### src/rtl/rpn_msg_type_router_pkg.sv
// rpn_msg_type_router_pkg: shared FSM state, route type and message-type range decoder for the RPN router
package rpn_router_pkg;
  localparam int RPN_MAX_OUTPUTS = 8;
  localparam int RPN_MAX_TYPE_W = 32;
  localparam int RPN_ROUTE_W = 3;
  localparam int RPN_RANGE_W = RPN_MAX_OUTPUTS * RPN_MAX_TYPE_W;
  typedef enum logic [1:0] {HEAD, FWD, DROP} rpn_router_state_t;
  typedef struct packed {
    logic                   hit;
    logic [RPN_ROUTE_W-1:0] idx;
  } rpn_route_t;
  // Lowest matching output wins, so scan from the top index down and let lower hits overwrite.
  function automatic rpn_route_t rpn_route_decode(
    input logic [RPN_MAX_TYPE_W-1:0] msg_type,
    input logic [RPN_RANGE_W-1:0]    range_lo,
    input logic [RPN_RANGE_W-1:0]    range_hi,
    input int                        num_outputs,
    input int                        type_w
  );
    rpn_route_t r;
    logic [RPN_MAX_TYPE_W-1:0] mask, lo, hi, t;
    r = '0;
    mask = (type_w >= RPN_MAX_TYPE_W) ? '1 : (RPN_MAX_TYPE_W'(1) << type_w) - RPN_MAX_TYPE_W'(1);
    t = msg_type & mask;
    for (int i = RPN_MAX_OUTPUTS - 1; i >= 0; i--) begin
      lo = RPN_MAX_TYPE_W'(range_lo >> (i * type_w)) & mask;
      hi = RPN_MAX_TYPE_W'(range_hi >> (i * type_w)) & mask;
      if (i < num_outputs && t >= lo && t <= hi) begin
        r.hit = 1'b1;
        r.idx = RPN_ROUTE_W'(i);
      end
    end
    return r;
  endfunction
endpackage

### src/rtl/rpn_msg_type_router_if.sv
// rpn_msg_type_router_if: AXI-Stream bundle with an N-bit valid/ready pair and one shared payload bus
interface rpn_msg_type_router_if #(
  parameter int N      = 1,
  parameter int DATA_W = 64,
  parameter int KEEP_W = DATA_W / 8,
  parameter int ID_W   = 16,
  parameter int USER_W = 16
) ();
  logic [N-1:0]      tvalid;
  logic [N-1:0]      tready;
  logic [DATA_W-1:0] tdata;
  logic [KEEP_W-1:0] tkeep;
  logic [ID_W-1:0]   tid;
  logic [ID_W-1:0]   tdest;
  logic [USER_W-1:0] tuser;
  logic              tlast;
  modport master (output tvalid, tdata, tkeep, tid, tdest, tuser, tlast, input tready);
  modport slave  (input tvalid, tdata, tkeep, tid, tdest, tuser, tlast, output tready);
endinterface

### src/rtl/rpn_axis_skid_buffer.sv
// rpn_axis_skid_buffer: two-entry in-order buffer with generic payload and look-ahead free flag
module rpn_axis_skid_buffer #(
  parameter int WIDTH = 8
) (
  input  logic             clk_i,
  input  logic             rst_n_i,
  input  logic             push_i,
  input  logic [WIDTH-1:0] data_i,
  input  logic             ready_i,
  output logic             valid_o,
  output logic [WIDTH-1:0] data_o,
  output logic             free_next_o
);
  logic [1:0]       count_q, count_d;
  logic [WIDTH-1:0] ent0_q, ent0_d, ent1_q, ent1_d;
  logic             pop;
  assign valid_o     = count_q != 2'd0;
  assign data_o      = ent0_q;
  assign pop         = valid_o && ready_i;
  assign free_next_o = count_d != 2'd2;
  // Entry 0 is the head; a push lands in whichever slot is first free after this cycle's pop.
  always_comb begin
    count_d = count_q + 2'(push_i) - 2'(pop);
    ent0_d  = (count_q == 2'd0 || (pop && count_q == 2'd1)) ? data_i : (pop ? ent1_q : ent0_q);
    ent1_d  = (push_i && (count_q - 2'(pop)) == 2'd1) ? data_i : ent1_q;
  end
  // Occupancy is the only state that needs reset; a flush simply empties the buffer.
  always_ff @(posedge clk_i) begin
    if (!rst_n_i) count_q <= 2'd0;
    else count_q <= count_d;
  end
  // Payload storage, qualified by occupancy.
  always_ff @(posedge clk_i) begin
    ent0_q <= ent0_d;
    ent1_q <= ent1_d;
  end
endmodule

### src/rtl/rpn_msg_type_router.sv
// rpn_msg_type_router: packet-aware AXIS router steering RPN messages by type range; RPN_ROUTER_STATS_EN enables drop/packet counters
module rpn_msg_type_router
  import rpn_router_pkg::*;
#(
  parameter int NUM_OUTPUTS              = 3,
  parameter int AXIS_DATA_WIDTH          = 64,
  parameter int AXIS_KEEP_WIDTH          = AXIS_DATA_WIDTH / 8,
  parameter int AXIS_FROM_NB_TDEST_WIDTH = 16,
  parameter int AXIS_FROM_NB_TUSER_WIDTH = 16,
  parameter int RPN_MSG_TYPE_WIDTH       = 8,
  parameter logic [NUM_OUTPUTS*RPN_MSG_TYPE_WIDTH-1:0] RANGE_LO = '0,
  parameter logic [NUM_OUTPUTS*RPN_MSG_TYPE_WIDTH-1:0] RANGE_HI = '1
) (
  input  logic                      i_clk,
  input  logic                      i_ap_rst_n,
  rpn_msg_type_router_if.slave      from_network_bridge,
  rpn_msg_type_router_if.master     to_consumer,
  output logic                      o_drop_pulse,
  output logic [31:0]               o_drop_count,
  output logic [NUM_OUTPUTS*32-1:0] o_pkt_count
);
  typedef struct packed {
    logic [AXIS_DATA_WIDTH-1:0]          tdata;
    logic [AXIS_KEEP_WIDTH-1:0]          tkeep;
    logic [AXIS_FROM_NB_TDEST_WIDTH-1:0] tid;
    logic [AXIS_FROM_NB_TDEST_WIDTH-1:0] tdest;
    logic [AXIS_FROM_NB_TUSER_WIDTH-1:0] tuser;
    logic                                tlast;
  } beat_t;
  typedef struct packed {
    beat_t                  beat;
    logic [RPN_ROUTE_W-1:0] route;
  } entry_t;
  rpn_router_state_t      state_q, state_d;
  logic [RPN_ROUTE_W-1:0] route_q, route_d;
  logic                   ready_q, ready_d, drop_pulse_q, drop_pulse_d;
  logic                   accept, push, free_next, head_valid, sel_ready;
  entry_t                 push_entry, head_entry;
  rpn_route_t             dec;
  assign accept = from_network_bridge.tvalid[0] && ready_q;
  assign from_network_bridge.tready = ready_q;
  assign o_drop_pulse = drop_pulse_q;
  assign dec = rpn_route_decode(RPN_MAX_TYPE_W'(from_network_bridge.tdata[RPN_MSG_TYPE_WIDTH-1:0]),
                                RPN_RANGE_W'(RANGE_LO), RPN_RANGE_W'(RANGE_HI),
                                NUM_OUTPUTS, RPN_MSG_TYPE_WIDTH);
  assign push_entry = {from_network_bridge.tdata, from_network_bridge.tkeep, from_network_bridge.tid,
                       from_network_bridge.tdest, from_network_bridge.tuser, from_network_bridge.tlast, route_d};
  // Dropping never touches the buffer, so input ready is forced high for the whole dropped packet.
  assign ready_d = (state_d == DROP) || free_next;
  // Packet FSM: the head beat picks the route (or drop), later beats follow it until tlast.
  always_comb begin
    state_d      = state_q;
    route_d      = route_q;
    push         = 1'b0;
    drop_pulse_d = 1'b0;
    case (state_q)
      HEAD: if (accept) begin
        push         = dec.hit;
        route_d      = dec.idx;
        drop_pulse_d = !dec.hit;
        state_d      = from_network_bridge.tlast ? HEAD : (dec.hit ? FWD : DROP);
      end
      FWD: begin
        push    = accept;
        state_d = (accept && from_network_bridge.tlast) ? HEAD : FWD;
      end
      DROP: state_d = (accept && from_network_bridge.tlast) ? HEAD : DROP;
      default: state_d = HEAD;
    endcase
  end
  // State, latched route, registered input ready and drop pulse.
  always_ff @(posedge i_clk) begin
    if (!i_ap_rst_n) begin
      state_q      <= HEAD;
      route_q      <= '0;
      ready_q      <= 1'b0;
      drop_pulse_q <= 1'b0;
    end else begin
      state_q      <= state_d;
      route_q      <= route_d;
      ready_q      <= ready_d;
      drop_pulse_q <= drop_pulse_d;
    end
  end
  rpn_axis_skid_buffer #(.WIDTH($bits(entry_t))) u_skid (
    .clk_i       (i_clk),
    .rst_n_i     (i_ap_rst_n),
    .push_i      (push),
    .data_i      (push_entry),
    .ready_i     (sel_ready),
    .valid_o     (head_valid),
    .data_o      (head_entry),
    .free_next_o (free_next)
  );
  assign sel_ready = |(to_consumer.tready & (NUM_OUTPUTS'(1) << head_entry.route));
  assign to_consumer.tvalid = head_valid ? (NUM_OUTPUTS'(1) << head_entry.route) : '0;
  assign {to_consumer.tdata, to_consumer.tkeep, to_consumer.tid,
          to_consumer.tdest, to_consumer.tuser, to_consumer.tlast} = head_entry.beat;
`ifdef RPN_ROUTER_STATS_EN
  logic                         pkt_done;
  logic [31:0]                  drop_count_q;
  logic [NUM_OUTPUTS-1:0][31:0] pkt_count_q;
  assign pkt_done     = head_valid && sel_ready && head_entry.beat.tlast;
  assign o_drop_count = drop_count_q;
  assign o_pkt_count  = pkt_count_q;
  // Saturating drop and per-output packet counters.
  always_ff @(posedge i_clk) begin
    if (!i_ap_rst_n) begin
      drop_count_q <= '0;
      pkt_count_q  <= '0;
    end else begin
      if (drop_pulse_d && drop_count_q != '1) drop_count_q <= drop_count_q + 32'd1;
      for (int k = 0; k < NUM_OUTPUTS; k++)
        if (pkt_done && head_entry.route == RPN_ROUTE_W'(k) && pkt_count_q[k] != '1)
          pkt_count_q[k] <= pkt_count_q[k] + 32'd1;
    end
  end
`else
  assign o_drop_count = '0;
  assign o_pkt_count  = '0;
`endif
endmodule

### src/flat_wrapper.sv
// flat-port wrapper written by rule: the top's interface ports become plain ports
module rpn_msg_type_router_flat import rpn_router_pkg::*;
#(
  parameter int NUM_OUTPUTS              = 3,
  parameter int AXIS_DATA_WIDTH          = 64,
  parameter int AXIS_KEEP_WIDTH          = AXIS_DATA_WIDTH / 8,
  parameter int AXIS_FROM_NB_TDEST_WIDTH = 16,
  parameter int AXIS_FROM_NB_TUSER_WIDTH = 16,
  parameter int RPN_MSG_TYPE_WIDTH       = 8,
  parameter logic [NUM_OUTPUTS*RPN_MSG_TYPE_WIDTH-1:0] RANGE_LO = '0,
  parameter logic [NUM_OUTPUTS*RPN_MSG_TYPE_WIDTH-1:0] RANGE_HI = '1
)
  (i_clk, i_ap_rst_n, o_drop_pulse, o_drop_count, o_pkt_count, from_network_bridge_tvalid, from_network_bridge_tdata, from_network_bridge_tkeep, from_network_bridge_tid, from_network_bridge_tdest, from_network_bridge_tuser, from_network_bridge_tlast, from_network_bridge_tready, to_consumer_tvalid, to_consumer_tdata, to_consumer_tkeep, to_consumer_tid, to_consumer_tdest, to_consumer_tuser, to_consumer_tlast, to_consumer_tready);
  rpn_msg_type_router_if #(.N(1)) from_network_bridge_i ();
  rpn_msg_type_router_if #(.N(3)) to_consumer_i ();
  input  logic i_clk;
  input  logic i_ap_rst_n;
  output logic o_drop_pulse;
  output logic [31:0] o_drop_count;
  output logic [NUM_OUTPUTS*32-1:0] o_pkt_count;
  input wire logic [$bits(from_network_bridge_i.tvalid)-1:0] from_network_bridge_tvalid;
  input wire logic [$bits(from_network_bridge_i.tdata)-1:0] from_network_bridge_tdata;
  input wire logic [$bits(from_network_bridge_i.tkeep)-1:0] from_network_bridge_tkeep;
  input wire logic [$bits(from_network_bridge_i.tid)-1:0] from_network_bridge_tid;
  input wire logic [$bits(from_network_bridge_i.tdest)-1:0] from_network_bridge_tdest;
  input wire logic [$bits(from_network_bridge_i.tuser)-1:0] from_network_bridge_tuser;
  input wire logic [$bits(from_network_bridge_i.tlast)-1:0] from_network_bridge_tlast;
  output wire logic [$bits(from_network_bridge_i.tready)-1:0] from_network_bridge_tready;
  output wire logic [$bits(to_consumer_i.tvalid)-1:0] to_consumer_tvalid;
  output wire logic [$bits(to_consumer_i.tdata)-1:0] to_consumer_tdata;
  output wire logic [$bits(to_consumer_i.tkeep)-1:0] to_consumer_tkeep;
  output wire logic [$bits(to_consumer_i.tid)-1:0] to_consumer_tid;
  output wire logic [$bits(to_consumer_i.tdest)-1:0] to_consumer_tdest;
  output wire logic [$bits(to_consumer_i.tuser)-1:0] to_consumer_tuser;
  output wire logic [$bits(to_consumer_i.tlast)-1:0] to_consumer_tlast;
  input wire logic [$bits(to_consumer_i.tready)-1:0] to_consumer_tready;
  assign from_network_bridge_i.tvalid = from_network_bridge_tvalid;
  assign from_network_bridge_i.tdata = from_network_bridge_tdata;
  assign from_network_bridge_i.tkeep = from_network_bridge_tkeep;
  assign from_network_bridge_i.tid = from_network_bridge_tid;
  assign from_network_bridge_i.tdest = from_network_bridge_tdest;
  assign from_network_bridge_i.tuser = from_network_bridge_tuser;
  assign from_network_bridge_i.tlast = from_network_bridge_tlast;
  assign from_network_bridge_tready = from_network_bridge_i.tready;
  assign to_consumer_tvalid = to_consumer_i.tvalid;
  assign to_consumer_tdata = to_consumer_i.tdata;
  assign to_consumer_tkeep = to_consumer_i.tkeep;
  assign to_consumer_tid = to_consumer_i.tid;
  assign to_consumer_tdest = to_consumer_i.tdest;
  assign to_consumer_tuser = to_consumer_i.tuser;
  assign to_consumer_tlast = to_consumer_i.tlast;
  assign to_consumer_i.tready = to_consumer_tready;
  rpn_msg_type_router #(.NUM_OUTPUTS(NUM_OUTPUTS), .AXIS_DATA_WIDTH(AXIS_DATA_WIDTH), .AXIS_KEEP_WIDTH(AXIS_KEEP_WIDTH), .AXIS_FROM_NB_TDEST_WIDTH(AXIS_FROM_NB_TDEST_WIDTH), .AXIS_FROM_NB_TUSER_WIDTH(AXIS_FROM_NB_TUSER_WIDTH), .RPN_MSG_TYPE_WIDTH(RPN_MSG_TYPE_WIDTH), .RANGE_LO(RANGE_LO), .RANGE_HI(RANGE_HI)) u_core (.i_clk(i_clk), .i_ap_rst_n(i_ap_rst_n), .from_network_bridge(from_network_bridge_i), .to_consumer(to_consumer_i), .o_drop_pulse(o_drop_pulse), .o_drop_count(o_drop_count), .o_pkt_count(o_pkt_count));
endmodule
### config.mk
export PLATFORM = sky130hd
export DESIGN_NAME = rpn_msg_type_router_flat
export DESIGN_NICKNAME = d
export VERILOG_FILES = /design/src/rtl/rpn_msg_type_router_pkg.sv /design/src/rtl/rpn_msg_type_router_if.sv /design/src/rtl/rpn_axis_skid_buffer.sv /design/src/rtl/rpn_msg_type_router.sv /design/src/flat_wrapper.sv
export SDC_FILE = /design/constraint.sdc
export NUM_CORES = 1
export LEC_CHECK = 0
export ABC_CLOCK_PERIOD_IN_PS = 12200
export BUFFER_PORTS_ARGS = -buffer_cell sky130_fd_sc_hd__buf_2
export CORE_ASPECT_RATIO = 0.75
export CORE_MARGIN = 10
export CORE_UTILIZATION = 40
export CTS_CLUSTER_DIAMETER = 50
export CTS_CLUSTER_SIZE = 30
export DETAILED_ROUTE_END_ITERATION = 7
export GPL_TIMING_DRIVEN = 0
export PLACE_DENSITY = 0.66
export SYNTH_ARGS = -nofsm -noshare
export SYNTH_HDL_FRONTEND = slang
export SYNTH_SLANG_ARGS = --single-unit
export TNS_END_PERCENT = 1
### constraint.sdc
create_clock -name i_clk -period 12.2 [get_ports i_clk]
set_input_delay 1.22 -clock i_clk [delete_from_list [all_inputs] [get_ports i_clk]]
set_output_delay 1.22 -clock i_clk [all_outputs]
set_load 0.05 [all_outputs]
==> PnR_summary.wiki, run 1 <==
{| class="wikitable"
! Metric !! Value
|-
| Overflow left after global routing || 0
|-
| Number of iterations in the first detailed-routing pass || 4
|-
| Global-route wire length before repair || 38,700 um
|-
| Num Clock Sinks || 256
|-
| Total cell area at the placement stage || 14,000 um^2
|-
| Highest clock frequency the design can meet || 0.294 GHz
|-
| Cell chosen for the clock root || sky130_fd_sc_hd__clkbuf_16
|-
| Crit Path Max Fanout || 14
|-
| Total wire length || 25,300 um
|-
| Flop2flop setup slack || 9080 ps
|-
| Reg2reg end || u_core.u_skid.ent1_q[82]$_DFFE_PP_
|-
| Worst hold-check path type || flip-flop to flip-flop
|-
| Final clock skew || 28.5 ps
|-
| DRT iter0 DRCs || 164
|-
| Power Total || 4.57 mW
|-
| Routed WL per cell || 16.7 um
|-
| Latest clock arrival within the worst-skew pair || 540 ps
|-
| Startpoint type of the worst setup path || primary input
|-
| Share of async-settable or async-resettable flops after synthesis || 0%
|-
| MaxCap Viol Count || 0
|-
| Share of the clock period used by the worst path after layout || 27.9%
|-
| Worst supply voltage drop on vdd || 0.000157 V
|-
| Internal Dissipation || 2.69 mW
|-
| Source of the worst register-to-register timing path || u_core.u_skid.data_o[0]$_DFFE_PP_
|-
| Average footprint of a synthesized cell || 16.8 um^2
|-
| Antenna Violating Nets Remaining || 0
|-
| Required arrival time at the worst endpoint || 12,420 ps
|-
| Slew headroom || 46.6%
|-
| Post-route DRC violation count || 0
|-
| Total power per unit cell area || 305 nW/um^2
|-
| Mapped cell area || 11,500 um^2
|-
| Floorplan die area || 35,900 um^2
|-
| Maximum number of pins on one net before global-route repair || 27
|-
| Height of the chip || 167 um
|-
| Vias post-DR || 6,065
|-
| Net Sw Power || 1.87 mW
|-
| Synth Warn # || 0
|-
| Antenna violations before repair || 8
|-
| Count of flip-flops with a built-in enable after synthesis || 248
|-
| Number of rows created at floorplan || 53
|-
| Post-Synthesis Cells || 681
|-
| RSZ-0062 raised after global routing || false
|-
| Starting density of the core || 40.8%
|-
| Flip-flop cell with the highest count after synthesis || sky130_fd_sc_hd__edfxtp_1
|-
| Layout area overhead || 30.5%
|-
| Placeable core region || 28,100 um^2
|-
| Depth of the worst hold-timing path || 1
|-
| Share of total power in sequential cells || 32.0%
|-
| Kind of end point of the critical path || flip-flop
|-
| Leak || 6.78 nW
|-
| Filler cell count || 2,366
|-
| Count of final setup violators || 0
|-
| WP data arrival || 3620 ps
|-
| Vias in the first global route || 6,385
|-
| Final Non-Filler Cells || 1,517
|-
| Area of all placed cells without fillers || 15,000 um^2
|-
| Yosys cell types || 29
|-
| Origin of the worst min-delay path || u_core.state_q[1]$_SDFF_PN0_
|-
| Number of register bits inferred by synthesis || 256
|-
| Number of failing hold endpoints at the final stage || 0
|-
| Clock transition at the registers of the reported paths || 70 ps
|-
| Layout cell share with drive strength beyond 1 || 62.4%
|-
| Post-DR vias/cell || 4.00
|-
| Final slew viol count || 0
|-
| Boundary pin count || 381
|-
| Maximum level of the CTS H-tree || 1
|-
| Min Tclk post-route || 3400 ps
|-
| TritonCTS clock tree || yes
|-
| Clock share of power || 19.3%
|-
| Number of setup buffers added after CTS || 0
|-
| Cts-stage hold buffer count || 0
|-
| All-layer global routing usage || 13.6%
|-
| Status || completed
|-
| Cell Count Post-Placement || 1,462
|-
| Worst Hold Margin || 467 ps
|-
| Worst-case clock buffer depth || 3
|-
| Sequential area share after synthesis || 66.3%
|-
| Detailed Place HPWL || 19,700 um
|-
| Worst slew pin tran || 798 ps
|-
| End point of the most critical hold path || u_core.state_q[0]$_SDFF_PN0_
|-
| Total of buffers placed on input and output ports || 251
|-
| Switch share || 41.0%
|-
| Placer congestion estimate || 0.716
|-
| Num CTS Buffers || 28
|-
| Number of nets in the final layout || 1,237
|-
| Depth of the most critical reg-to-reg path || 11
|-
| Combinational share of power || 48.7%
|-
| X dimension of the die || 216 um
|-
| Total of cells resized after clock tree synthesis || 0
|-
| Classification of the worst setup path || primary input to flip-flop
|-
| Post-Route Setup TNS || 0 ps
|}
[state kept, by name, summed over array words and instances (netlist names)]
signal	count
u_core.u_skid.ent1_q	124
u_core.route_q	3
u_core.from_network_bridge.tready	1
u_core.u_skid.count_q	2
u_core.state_q	2
u_core.u_skid.data_o	124
[kinds of logic after synthesis]
kind of cell               after synthesis  share of synthesized area, %
adders and majority gates                3                         0.327
muxes                                  125                          14.2
other                                    1                        0.0327
AOI/OAI and AO/OA                        6                         0.349
buffers and inverters                  265                          17.4
and+or+nand+nor                         22                          1.14
DFF                                    256                          66.3
xor gates and xnor gates                 3                         0.229
[worst max path at each step]
stage	cells after the start	start	endpoint	slack, ps
after floorplan	7	to_consumer_tready[1]	u_core.u_skid.ent1_q[0]$_DFFE_PP_	1140
after global placement	8	to_consumer_tready[1]	u_core.u_skid.ent1_q[51]$_DFFE_PP_	-4000
after detailed placement	12	to_consumer_tready[1]	u_core.u_skid.ent1_q[37]$_DFFE_PP_	8210
after CTS	12	to_consumer_tready[1]	u_core.u_skid.ent1_q[82]$_DFFE_PP_	8760
after global routing	12	to_consumer_tready[1]	u_core.u_skid.ent1_q[82]$_DFFE_PP_	8550
final	12	to_consumer_tready[1]	u_core.u_skid.ent1_q[82]$_DFFE_PP_	8800
[area by class of cell]
class / count / area (um^2) / area share (%)
flip-flops and latches: 256 / 7610 / 50.8
multi-input cells: 288 / 2370 / 15.8
plain buffers: 263 / 1990 / 13.3
repair buffers: 268 / 1510 / 10.1
clock buffers: 32 / 747 / 4.99
well taps: 385 / 482 / 3.22
clock inverters: 20 / 256 / 1.71
inverters: 2 / 7.51 / 0.0501
diodes: 3 / 7.51 / 0.0501
[critical path: stages]
cell	delay (ps)
sky130_fd_sc_hd__buf_2	100
sky130_fd_sc_hd__mux2i_1	120
sky130_fd_sc_hd__nor2_1	70
sky130_fd_sc_hd__o21bai_1	250
sky130_fd_sc_hd__nor2_1	130
sky130_fd_sc_hd__ha_1	200
sky130_fd_sc_hd__xor2_1	150
sky130_fd_sc_hd__nor3_2	570
sky130_fd_sc_hd__buf_8	240
sky130_fd_sc_hd__buf_6	150
sky130_fd_sc_hd__buf_6	170
sky130_fd_sc_hd__buf_4	230
[through the flow]
stage	utilization, %	setup slack [ps]
CTS	53.2	8760
global route	53.2	8550
floorplan	-	1140
finish	53.2	8800
global placement	48.7	-4000
detailed placement	49.6	8210
[synthesized netlist by cell type, drive strengths merged (2+ instances only)]
cell,instances,share of area [%]
xor2,2,0.15
buf,263,17
nor3,2,0.087
nor2b,4,0.22
dfxtp,8,1.4
and2,4,0.22
a21oi,2,0.087
inv,2,0.065
edfxtp,248,65
mux2,124,14
nor4b,2,0.15
ha,3,0.33
nor2,4,0.13
[power by group through the flow]
stage                     sequential [mW]  clock, mW  combinational (mW)
final                                1.46      0.881                2.22
after global routing                 1.49      0.948                2.35
after CTS                            1.47      0.907                2.26
after detailed placement             1.48          0                2.25
after global placement               1.63          0                2.16
after floorplan                      1.57          0                1.75
[layout by cell type, fill, tap and decap left out, drive strengths merged]
cell and instances:
buf 531, edfxtp 248, conb 129, mux2 124
clkbuf 32, clkinv 14, dfxtp 8, inv 5
nor2 4, nor2b 4, and2 4, diode 3
ha 3, nor4b 2, a21oi 2, xor2 2
bufinv 2, nor3 2, and3b 1, mux2i 1
o21bai 1, nand3b 1, nor4 1, o31a 1
o21ai 1, nand3 1, nand2 1, xnor2 1
nor3b 1, a211o 1, clkinvlp 1
[per-layer routing]
layer / vias to the layer above / track usage, % / wire [um]
li1: 2945 / - / -
met1: 2843 / 15.1 / 9780
met2: 218 / 23.5 / 12400
met3: 51 / 6.05 / 2470
met4: 8 / 3.45 / 565
met5: - / 0 / 48
Note: power is estimated with default switching activity, not from simulation.
==> inputs of run 2 (changes only) <==
- ABC_CLOCK_PERIOD_IN_PS: 12200 -> 2950
- PLACE_DENSITY: 0.66 -> 0.68
- clock period: 12.2 -> 2.95 ns (I/O delays scaled with it)
==> PnR_summary.wiki, run 2 (same netlist as run 1, synthesis figures left out) <==
{| class="wikitable"
! Metric !! Value
|-
| Required arrival time at the worst endpoint || 3180 ps (-9240 ps)
|-
| Placeable core region || 28,100 um^2 (unchanged)
|-
| Clock share of power || 19.0% (-0.3 points)
|-
| Worst-case clock buffer depth || 3 (unchanged)
|-
| Final clock skew || 30.3 ps (+1.79 ps)
|-
| Num Clock Sinks || 256 (unchanged)
|-
| Antenna violations before repair || 2 (-6)
|-
| RSZ-0062 raised after global routing || false
|-
| Final slew viol count || 0 (unchanged)
|-
| Slew headroom || 51.5% (+4.9 points)
|-
| Vias in the first global route || 7,172 (+12%)
|-
| X dimension of the die || 216 um (unchanged)
|-
| Internal Dissipation || 11.2 mW (+320%)
|-
| Highest clock frequency the design can meet || 0.371 GHz
|-
| Maximum number of pins on one net before global-route repair || 31 (+15%)
|-
| Global-route wire length before repair || 41,800 um (+8.0%)
|-
| WP data arrival || 2930 ps (-690 ps)
|-
| TritonCTS clock tree || yes
|-
| Share of total power in sequential cells || 31.7% (-0.3 points)
|-
| Starting density of the core || 40.8% (unchanged)
|-
| Total cell area at the placement stage || 14,000 um^2 (+0.28%)
|-
| Antenna Violating Nets Remaining || 0 (unchanged)
|-
| Num CTS Buffers || 28 (unchanged)
|-
| Worst Hold Margin || 31.9 ps (-435 ps)
|-
| Height of the chip || 167 um (unchanged)
|-
| Total of buffers placed on input and output ports || 251 (unchanged)
|-
| Combined flip-flop and latch cell area || 7610 um^2 (unchanged)
|-
| Boundary pin count || 381 (unchanged)
|-
| All-layer global routing usage || 14.6% (+0.98 points)
|-
| Origin of the worst min-delay path || i_ap_rst_n
|-
| Most common library cell in the layout ignoring fill and taps || sky130_fd_sc_hd__buf_2
|-
| Overflow left after global routing || 0 (unchanged)
|-
| Number of iterations in the first detailed-routing pass || 7 (+3)
|-
| Layout cell share with drive strength beyond 1 || 56.4% (-6.0 points)
|-
| Floorplan die area || 35,900 um^2 (unchanged)
|-
| Filler cell count || 2,191 (-7.4%)
|-
| Status || completed
|-
| Post-route DRC violation count || 0 (unchanged)
|-
| Flop2flop setup slack || 250 ps (-8830 ps)
|-
| Worst hold-check path type || primary input to flip-flop
|-
| Kind of end point of the critical path || flip-flop
|-
| Worst slew pin tran || 724 ps (-73.7 ps)
|-
| Post-DR vias/cell || 4.04 (+0.98%)
|-
| Share of the clock period used by the worst path after layout || 91.5%
|-
| Maximum level of the CTS H-tree || 1 (unchanged)
|-
| Count of final setup violators || 0 (unchanged)
|-
| Total wire length || 27,300 um (+8.0%)
|-
| End point of the most critical hold path || u_core.from_network_bridge.tready$_SDFF_PN0_
|-
| Cell chosen for the clock root || sky130_fd_sc_hd__clkbuf_16
|-
| Net Sw Power || 7.93 mW (+320%)
|-
| Crit Path Max Fanout || 20 (+6)
|-
| Min Tclk post-route || 2700 ps
|-
| Depth of the most critical reg-to-reg path || 10 (-1)
|-
| Layout area overhead || 41.4%
|-
| Detailed Place HPWL || 20,100 um (+1.8%)
|-
| Source of the worst register-to-register timing path || u_core.u_skid.data_o[0]$_DFFE_PP_
|-
| Worst supply voltage drop on vdd || 0.000789 V (+400%)
|-
| Vias post-DR || 6,601 (+8.8%)
|-
| Placer congestion estimate || 0.752 (+4.9%)
|-
| DRT iter0 DRCs || 234 (+43%)
|-
| Area of all placed cells without fillers || 16,200 um^2 (+8.4%)
|-
| Classification of the worst setup path || flip-flop to flip-flop
|-
| Number of rows created at floorplan || 53 (unchanged)
|-
| Routed WL per cell || 16.7 um (+0.20%)
|-
| Startpoint type of the worst setup path || flip-flop
|-
| Number of failing hold endpoints at the final stage || 0 (unchanged)
|-
| Combinational share of power || 49.3% (+0.6 points)
|-
| Switch share || 41.4% (+0.39 points)
|-
| Depth of the worst hold-timing path || 2 (+1)
|-
| Most frequent cells in the layout || 257 x sky130_fd_sc_hd__buf_2, 252 x sky130_fd_sc_hd__buf_4, 248 x sky130_fd_sc_hd__edfxtp_1, 129 x sky130_fd_sc_hd__conb_1, 121 x sky130_fd_sc_hd__dlygate4sd3_1
|-
| Number of nets in the final layout || 1,356 (+9.6%)
|-
| Multi-input gate area || 2370 um^2 (+0.26%)
|-
| Clock transition at the registers of the reported paths || 70 ps (about the same)
|-
| Reg2reg end || u_core.u_skid.ent1_q[116]$_DFFE_PP_
|-
| MaxCap Viol Count || 0 (unchanged)
|-
| Latest clock arrival within the worst-skew pair || 550 ps (about the same)
|-
| Leak || 7.29 nW (+7.6%)
|-
| Total power per unit cell area || 1180 nW/um^2 (+290%)
|}
run 2: timing repair:
action / in CTS / in global routing
setup buffers: 3 / 0
setup endpoints to repair: 73 / 0
endpoints found under the hold margin: 121 / 0
resized for setup: 0 / 0
hold buffers: 121 / 0
run 2: layer usage:
layer  GRT usage (%)  vias to the layer above  share of wire, %
li1                -                     3199                 -
met1            16.5                     3138                40
met2            25.8                      225                51
met3            5.27                       39               7.4
met4            3.57                        0               2.2
met5               0                        -                 0
run 2: layout make-up:
| class | count | area share, % |
|---|---|---|
| flip-flops and latches | 256 | 46.9 |
| repair buffers | 387 | 17.1 |
| multi-input cells | 288 | 14.6 |
| plain buffers | 263 | 12.3 |
| clock buffers | 32 | 4.54 |
| well taps | 385 | 2.97 |
| clock inverters | 20 | 1.56 |
| inverters | 2 | 0.0463 |
| diodes | 2 | 0.0308 |
run 2: worst max path at each step:
stage | to | slack, ps | startpoint | cells past startpoint
floorplan | u_core.u_skid.ent1_q[0]$_DFFE_PP_ | -1680 | u_core.u_skid.data_o[0]$_DFFE_PP_ | 6
global placement | u_core.u_skid.ent1_q[104]$_DFFE_PP_ | -3440 | u_core.u_skid.data_o[0]$_DFFE_PP_ | 6
detailed placement | u_core.u_skid.ent1_q[21]$_DFFE_PP_ | -200 | u_core.u_skid.data_o[0]$_DFFE_PP_ | 10
CTS | u_core.u_skid.ent1_q[116]$_DFFE_PP_ | 260 | u_core.u_skid.data_o[0]$_DFFE_PP_ | 10
global route | u_core.u_skid.ent1_q[116]$_DFFE_PP_ | 90 | u_core.u_skid.data_o[0]$_DFFE_PP_ | 10
finish | u_core.u_skid.ent1_q[116]$_DFFE_PP_ | 250 | u_core.u_skid.data_o[0]$_DFFE_PP_ | 10
run 2: power groups by stage:
stage          logic (mW)  clock network (mW)  registers, mW
6_report             9.44                3.63           6.06
5_1_grt              9.91                3.89           6.17
4_1_cts              9.53                3.76           6.07
3_5_place_dp         9.37                   0           6.14
3_3_place_gp         8.91                   0           6.27
2_1_floorplan        7.26                   0           6.21
run 2: critical path, stage by stage, from the launching register on:
cell,delay [ps]
sky130_fd_sc_hd__edfxtp_1,460
sky130_fd_sc_hd__mux2i_1,210
sky130_fd_sc_hd__nor2_1,80
sky130_fd_sc_hd__o21bai_1,250
sky130_fd_sc_hd__nor2_1,120
sky130_fd_sc_hd__ha_1,210
sky130_fd_sc_hd__xor2_1,160
sky130_fd_sc_hd__nor3_4,300
sky130_fd_sc_hd__buf_4,200
sky130_fd_sc_hd__buf_8,190
sky130_fd_sc_hd__buf_16,180
run 2: per-stage QoR:
stage / total power, mW / instances / setup TNS (ps) / utilization (%) / setup slack, ps
floorplan: 13.5 / 809 / -345890 / - / -1680
global placement: 15.2 / 1445 / -806140 / 48.8 / -3440
detailed placement: 15.5 / 1457 / -8430 / 49.8 / -204
CTS: 19.4 / 1633 / 0 / 57.7 / 255
global route: 20.0 / 1635 / 0 / 57.7 / 94.8
finish: 19.1 / 1635 / 0 / 57.7 / 252
